File: src/rtl/apple_placement_gen.sv
// Apple placement generator: draws LFSR candidates, rejects out-of-bounds/wall/body
// cells locally, and in wall mode consults the external dead-end checker.
module apple_placement_gen #(
    parameter int          MAX_LENGTH    = 50,
    parameter int          CHECK_LATENCY = 2,
    parameter int          MAX_TRIES     = 32,
    parameter logic [7:0]  SEED          = 8'hA5,
    parameter logic [7:0]  DEFAULT_APPLE = 8'h44
) (
    input  logic                    clk,
    input  logic                    reset,
    input  logic                    apple_request,
    input  logic                    wall_mode_en,
    input  logic [3:0]              xmax,
    input  logic [3:0]              xmin,
    input  logic [3:0]              ymax,
    input  logic [3:0]              ymin,
    input  logic [199:0]            wall_locations,
    input  logic [8*MAX_LENGTH-1:0] snake_body,
    input  logic [7:0]              snake_length,
    input  logic                    impossible,
    output logic [7:0]              apple_possible,
    output logic [7:0]              apple_location,
    output logic                    apple_valid,
    output logic                    busy,
    output logic                    fail
);

    localparam int TW = $clog2(MAX_TRIES + 1);
    localparam int CW = (CHECK_LATENCY > 1) ? $clog2(CHECK_LATENCY) : 1;

    typedef enum logic [2:0] {IDLE, PROPOSE, WAIT, DONE, FAIL} state_t;

    state_t        state;
    logic [7:0]    lfsr;
    logic [TW-1:0] tries;
    logic [TW-1:0] tries_inc;
    logic [CW-1:0] wait_cnt;
    logic          reject;
    logic          feedback;

    assign feedback  = lfsr[7] ^ lfsr[5] ^ lfsr[4] ^ lfsr[3];
    assign tries_inc = tries + 1'b1;

    always_comb begin
        reject = 1'b0;
        if (lfsr[3:0] <= xmin || lfsr[3:0] >= xmax ||
            lfsr[7:4] <= ymin || lfsr[7:4] >= ymax)
            reject = 1'b1;
        for (int unsigned i = 0; i < 25; i++) begin
            if (wall_locations[8*i +: 8] != 8'h00 && wall_locations[8*i +: 8] == lfsr)
                reject = 1'b1;
        end
        // Iterating only to MAX_LENGTH clamps an oversized snake_length implicitly.
        for (int unsigned i = 0; i < MAX_LENGTH; i++) begin
            if (i < 32'(snake_length) && snake_body[8*i +: 8] == lfsr)
                reject = 1'b1;
        end
    end

    // Flags are registered on entry to DONE/FAIL so each pulse spans exactly that state cycle.
    always_ff @(posedge clk) begin
        if (reset) begin
            state          <= IDLE;
            lfsr           <= SEED;
            apple_possible <= '0;
            apple_location <= DEFAULT_APPLE;
            apple_valid    <= 1'b0;
            busy           <= 1'b0;
            fail           <= 1'b0;
            tries          <= '0;
            wait_cnt       <= '0;
        end else begin
            lfsr        <= (lfsr == 8'h00) ? SEED : {lfsr[6:0], feedback};
            apple_valid <= 1'b0;
            fail        <= 1'b0;
            case (state)
                IDLE: begin
                    if (apple_request) begin
                        state <= PROPOSE;
                        tries <= '0;
                        busy  <= 1'b1;
                    end
                end
                PROPOSE: begin
                    apple_possible <= lfsr;
                    tries          <= tries_inc;
                    if (reject) begin
                        if (tries_inc == TW'(MAX_TRIES)) begin
                            state <= FAIL;
                            fail  <= 1'b1;
                        end
                    end else if (wall_mode_en) begin
                        state    <= WAIT;
                        wait_cnt <= '0;
                    end else begin
                        state          <= DONE;
                        apple_valid    <= 1'b1;
                        apple_location <= lfsr;
                    end
                end
                WAIT: begin
                    if (wait_cnt == CW'(CHECK_LATENCY - 1)) begin
                        if (!impossible) begin
                            state          <= DONE;
                            apple_valid    <= 1'b1;
                            apple_location <= apple_possible;
                        end else if (tries == TW'(MAX_TRIES)) begin
                            state <= FAIL;
                            fail  <= 1'b1;
                        end else begin
                            state <= PROPOSE;
                        end
                    end else begin
                        wait_cnt <= wait_cnt + 1'b1;
                    end
                end
                DONE: begin
                    state <= IDLE;
                    busy  <= 1'b0;
                end
                FAIL: begin
                    state <= IDLE;
                    busy  <= 1'b0;
                end
                default: begin
                    state <= IDLE;
                    busy  <= 1'b0;
                end
            endcase
        end
    end

endmodule

File: config.mk
export PLATFORM = sky130hd
export DESIGN_NAME = apple_placement_gen
export DESIGN_NICKNAME = d
export VERILOG_FILES = /design/src/rtl/apple_placement_gen.sv
export SDC_FILE = /design/constraint.sdc
export NUM_CORES = 1
export LEC_CHECK = 0
export ABC_AREA = 0
export BUFFER_PORTS_ARGS = -buffer_cell sky130_fd_sc_hd__clkbuf_2
export CORE_AREA = 2 2 251 253
export CTS_CLUSTER_DIAMETER = 200
export CTS_CLUSTER_SIZE = 30
export DETAILED_ROUTE_END_ITERATION = 6
export DIE_AREA = 0 0 253 255
export SYNTH_ARGS = -nofsm -noshare
export SYNTH_HDL_FRONTEND = slang
export SYNTH_SLANG_ARGS = --single-unit
File: constraint.sdc
create_clock -name clk -period 6.8 [get_ports clk]
set_input_delay 0.68 -clock clk [delete_from_list [all_inputs] [get_ports clk]]
set_output_delay 0.68 -clock clk [all_outputs]
set_load 0.03 [all_outputs]
# Yosys cells after proc, flatten, opt, wreduce, memory -nomap -nowiden
# Index checks and enable logic that the tools add are counted.
totals:
  word_cells: 377
  regBits: 37
op_classes:
  n_addsub: 2
  n_reduce_logical: 114
  eq_ne: 86
  muxes: 108
  n_lt_le_gt_ge: 54
  bitwise: 4
ops:
  columns: ["operator", "n"]
  rows:
  - ["$eq A8 B8 Y1", 75]
  - ["$reduce_bool A8 Y1", 25]
  - ["$lt A6 B8 Y1 const A", 18]
  - ["$lt A5 B8 Y1 const A", 16]
  - ["$mux W1", 90]
  - ["$logic_and A1 B1 Y1", 75]
  - ["$lt A4 B8 Y1 const A", 8]
  - ["$lt A3 B8 Y1 const A", 4]
  - ["$mux W8", 4]
  - ["$mux W3", 6]
  - ["$lt A1 B8 Y1 const A", 2]
  - ["$lt A2 B8 Y1 const A", 2]
  - ["$pmux W8 S2", 1]
  - ["$eq A6 B6 Y1 const B", 2]
  - ["$ne A2 B2 Y1 const B", 6]
  - ["$pmux W6 S2", 1]
  - ["$pmux W3 S3", 1]
  - ["$ge A4 B4 Y1", 2]
  - ["$le A4 B4 Y1", 2]
  - ["$logic_not A8 Y1", 1]
  - ["$pmux W1 S2", 4]
  - ["$add A6 B1 Y6 const B", 1]
  - ["$mux W6", 1]
  - ["$reduce_and A3 Y1", 2]
  - ["other kinds (12)", 19]

# Logic depth before layout (Yosys ltp)
logic_depth:
  word_depth: 82
  ltp_mapped: 14
  depth_no_buf: 11

# Worst setup path after synthesis
# OpenSTA, ideal clock, no wires.
synth_path:
  kind: "input-to-reg"
  start: "input snake_length[4]"
  end: "register apple_location[0]"
  arrival_ns: 2.867
  path_buffers: 1
  setup_slack_ns: 3.812
  path_stages: 9
  setup_ns: 0.121
  t_required_ns: 6.679
  path_cell_list: "buf_4 or4_4 o311ai_2 nand4_1 nor4_2 nand3_1 nor4_4 o21ai_4 mux2_4"
synth_between:
  elab_chain_cells: 54
synth_lines:
  columns: ["item", "line", "source"]
  rows:
  - ["start, declared", "20", "input logic [7:0] snake_length,"]
  - ["$lt A1 B8 Y1", "56", "if (i < 32'(snake_length) && snake_body[8*i +: 8] == lfsr)"]
  - ["$logic_and A1 B1 Y1", "56", null]
  - ["$mux W1 (49 in series)", "56", null]
  - ["$mux W1 (*)", "56", null]
  - ["$ne A2 B2 Y1 (no source line) (*)", null, null]
  - ["$reduce_and A5 Y1 (no source line) (*)", null, null]
  - ["end signal, assigned", "99", "apple_location <= lfsr;"]
  - ["end signal, assigned", "107", "apple_location <= apple_possible;"]
  - ["end, declared", "23", "output logic [7:0] apple_location,"]
# Every way passes the cells marked *; elsewhere a longest branch is shown, timed or not.
# A chain may end at the register's enable or synchronous reset.

# Worst setup path after layout
layout_path:
  start: "input snake_length[3]"
  end: "register apple_location[7]"
# Same word-level chain as after synthesis.

==> results.txt <==
# IOs -> 648
Die H -> 255 um
H-tree levels -> 2
Core area -> 0.0622 mm2
Fmax -> 222 MHz
Post-synth net total -> 1927
Distinct cells, synth -> 54
GRT Total Usage -> 19.2%
CTS resizes -> 0
Area grow syn2layout -> 42.9%
Dominant cells by area after synthesis -> xor2_1, xnor2_1, nor4_1, dfxtp_1, nand4_1
Drt drc -> 0
CTS sink count -> 37
Routed length per instance -> 24.7 um
Ys Warns -> 0
TritonCTS clock tree -> yes
CP most frequent cell -> nand3_1
P per Cell Area -> 118 mW/mm2
Tcrit/Tclk final -> 66.2%
Hpwl dp -> 56000 um
Top_reg_cell synth -> dfxtp_1
Footprint of the multi-input gates -> 0.00865 mm2
I/O Buffers -> 647
Sequential share of the synthesized area -> 7.45%
Worst-path clk slew -> 0.06 ns
Drt first pass iters -> 5
Slew HR -> 21.2%
Clk_lat worst skew -> 0.29 ns
Nets -> 2522
Placed insts -> 2667
Critical Path End Type -> flop
Final setup fails -> 0
Post-synth design cell area -> 0.00994 mm2
Worst Tran Pin Value -> 1.18 ns
Final Hold Vio Count -> 0
Layout cells sized above 1 -> 38.1%
Gr ovfl total -> 0
Reg-to-reg slack, setup -> 2.53 ns
Count leader, synth -> xor2_1
Initial cell density of the core -> 16.0%
Filler cell count -> 6967
Largest net degree at the start of global routing -> 45
Core Rows -> 92
Die Area -> 0.0645 mm2
CTS root buf -> clkbuf_16
Fin cells -> 2692
CP Data Required Time -> 6.98 ns
Synth Area per Inst -> 7.77 um2
Gpl congestion -> 0.864
#FFs+latches synth -> 37
Peak VDD IR -> 0.0000816 V
Fin crit period -> 4.50 ns
Vias -> 12100
Clock Path Buffers -> 2
MaxCap Viol Count -> 0
Area leader, netlist -> xor2_1
Status -> complete, no violations
Post-Syn Instances -> 1280
Setup TNS -> 0 ns
FF+latch area -> 771 um2
Cts hold-fix bufs -> 0
Number of DRC markers in iteration 0 -> 716
Vias per cell -> 4.48
Placement-stage cell area -> 0.0140 mm2
Final Cell Area -> 0.0142 mm2
Number of global-route vias before repair -> 12000
CP Launch Type -> input pin
Final ANT Viol Nets -> 0
Critical Path Max Stage Delay -> 0.89 ns
CP Max Fanout -> 21
Share of the synthesized area in the top cell type -> 37.5%
Slowest stage cell, crit path -> nor3_1
Post-synth top cells -> xor2_1, xnor2_1, nor4_1
Skew final -> 0.00606 ns
Wirelength, routed -> 66400 um
First-pass GRT wire length -> 87400 um
Crit-path cells -> clkbuf_2 > nor3_1 > o21ai_0 > nand3_1 > nand4_1 > nor4_2 > nand3_1 > nor4_4 > o21ai_4 > mux2_4
Leakage -> 6.36 nW
Total CTS buffers -> 5
Worst EP arrival -> 4.68 ns
Die Wd -> 253 um
Async S/R FF share, synth -> 0%
Initial antenna violation count -> 32
Post-synth EDFFs -> 0
Worst min-delay path category -> flop to flop
Crit path kind -> input pin to flop
Slew Limit Fails -> 0
Setup bufs post-CTS -> 0
RSZ-0062 raised after global routing -> false
[path summary, 6_finish.rpt]
kind                          start           endpoint  cells after the start
setup / recovery    snake_length[3]  apple_location[7]                     10
hold / removal    apple_possible[2]  apple_possible[2]                      2
setup reg to reg            lfsr[7]  apple_location[7]                     10
hold reg to reg   apple_possible[2]  apple_possible[2]                      2
[kinds of logic after synthesis]
kind of cell / count (synthesis) / synth area share, %
and+or+nand+nor: 356 / 20.0
AOI/OAI and AO/OA: 158 / 11.1
DFF: 37 / 7.45
adders and majority gates: 18 / 2.27
muxes: 13 / 1.62
xor gates and xnor gates: 587 / 51.7
buffers and inverters: 111 / 5.83
[metrics by stage]
| step | power (mW) | hold slack, ns | util (%) | setup WS [ns] |
|---|---|---|---|---|
| after floorplan | 0.921 | 0.448 | - | 3.81 |
| after global placement | 1.42 | 0.464 | 22.5 | 1.84 |
| after detailed placement | 1.42 | 0.472 | 22.5 | 1.78 |
| after CTS | 1.70 | 0.481 | 22.8 | 2.07 |
| after global routing | 1.79 | 0.495 | 22.8 | 2.05 |
| final | 1.68 | 0.480 | 22.9 | 2.30 |
[power by group]
group	total, mW	internal [mW]	switching [mW]
Sequential	0.346	0.236	0.110
Clock	0.272	0.174	0.0983
Combinational	1.06	0.464	0.593
[state kept, by name, summed over array words and instances (netlist names)]
register	cells
apple_valid	1
wait_cnt	1
tries	6
fail	1
apple_location	8
busy	1
apple_possible	8
state	3
lfsr	8
[critical path, delay by kind of cell]
| family | cells | cell delay, ns |
|---|---|---|
| AO/OA/AOI/OAI | 2 | 0.68 |
| buffers and inverters | 1 | 0.38 |
| AND/OR/NAND/NOR | 6 | 2.58 |
| multiplexers | 1 | 0.34 |
[routing by layer]
metal	GRT usage [%]	up-vias	share of wire, %
li1	-	5716	-
met1	22.9	5671	41
met2	33.5	561	49
met3	5.72	77	8.0
met4	4.89	26	2.2
met5	0	-	0.26
[placed cells by master (no fill, tap or decap), types with 6 or more instances in the layout]
cell	Yosys	final
a2111oi_0	19	19
a211oi_1	22	22
a21oi_1	42	42
buf_4	27	29
clkbuf_2	0	647
dfxtp_1	37	29
dfxtp_4	0	8
diode_2	0	17
ha_1	18	18
inv_1	21	21
mux2_4	6	6
mux2i_1	6	6
nand2_1	49	49
nand3_1	26	26
nand4_1	53	53
nor2_1	38	38
nor2b_1	13	13
nor3_1	37	36
nor4_1	123	120
o2111ai_1	7	7
o211ai_1	21	21
o21ai_0	17	17
xnor2_1	161	161
xor2_1	426	426
[final cells by class]
cell class,count,share of cell area [%]
well taps,799,7.04
repair buffers,678,24.6
diodes,17,0.299
clock inverters,3,0.317
multi-input cells,1132,60.9
inverters,21,0.555
clock buffers,5,0.881
flip-flops and latches,37,5.42
(Power assumes the default switching activity.)
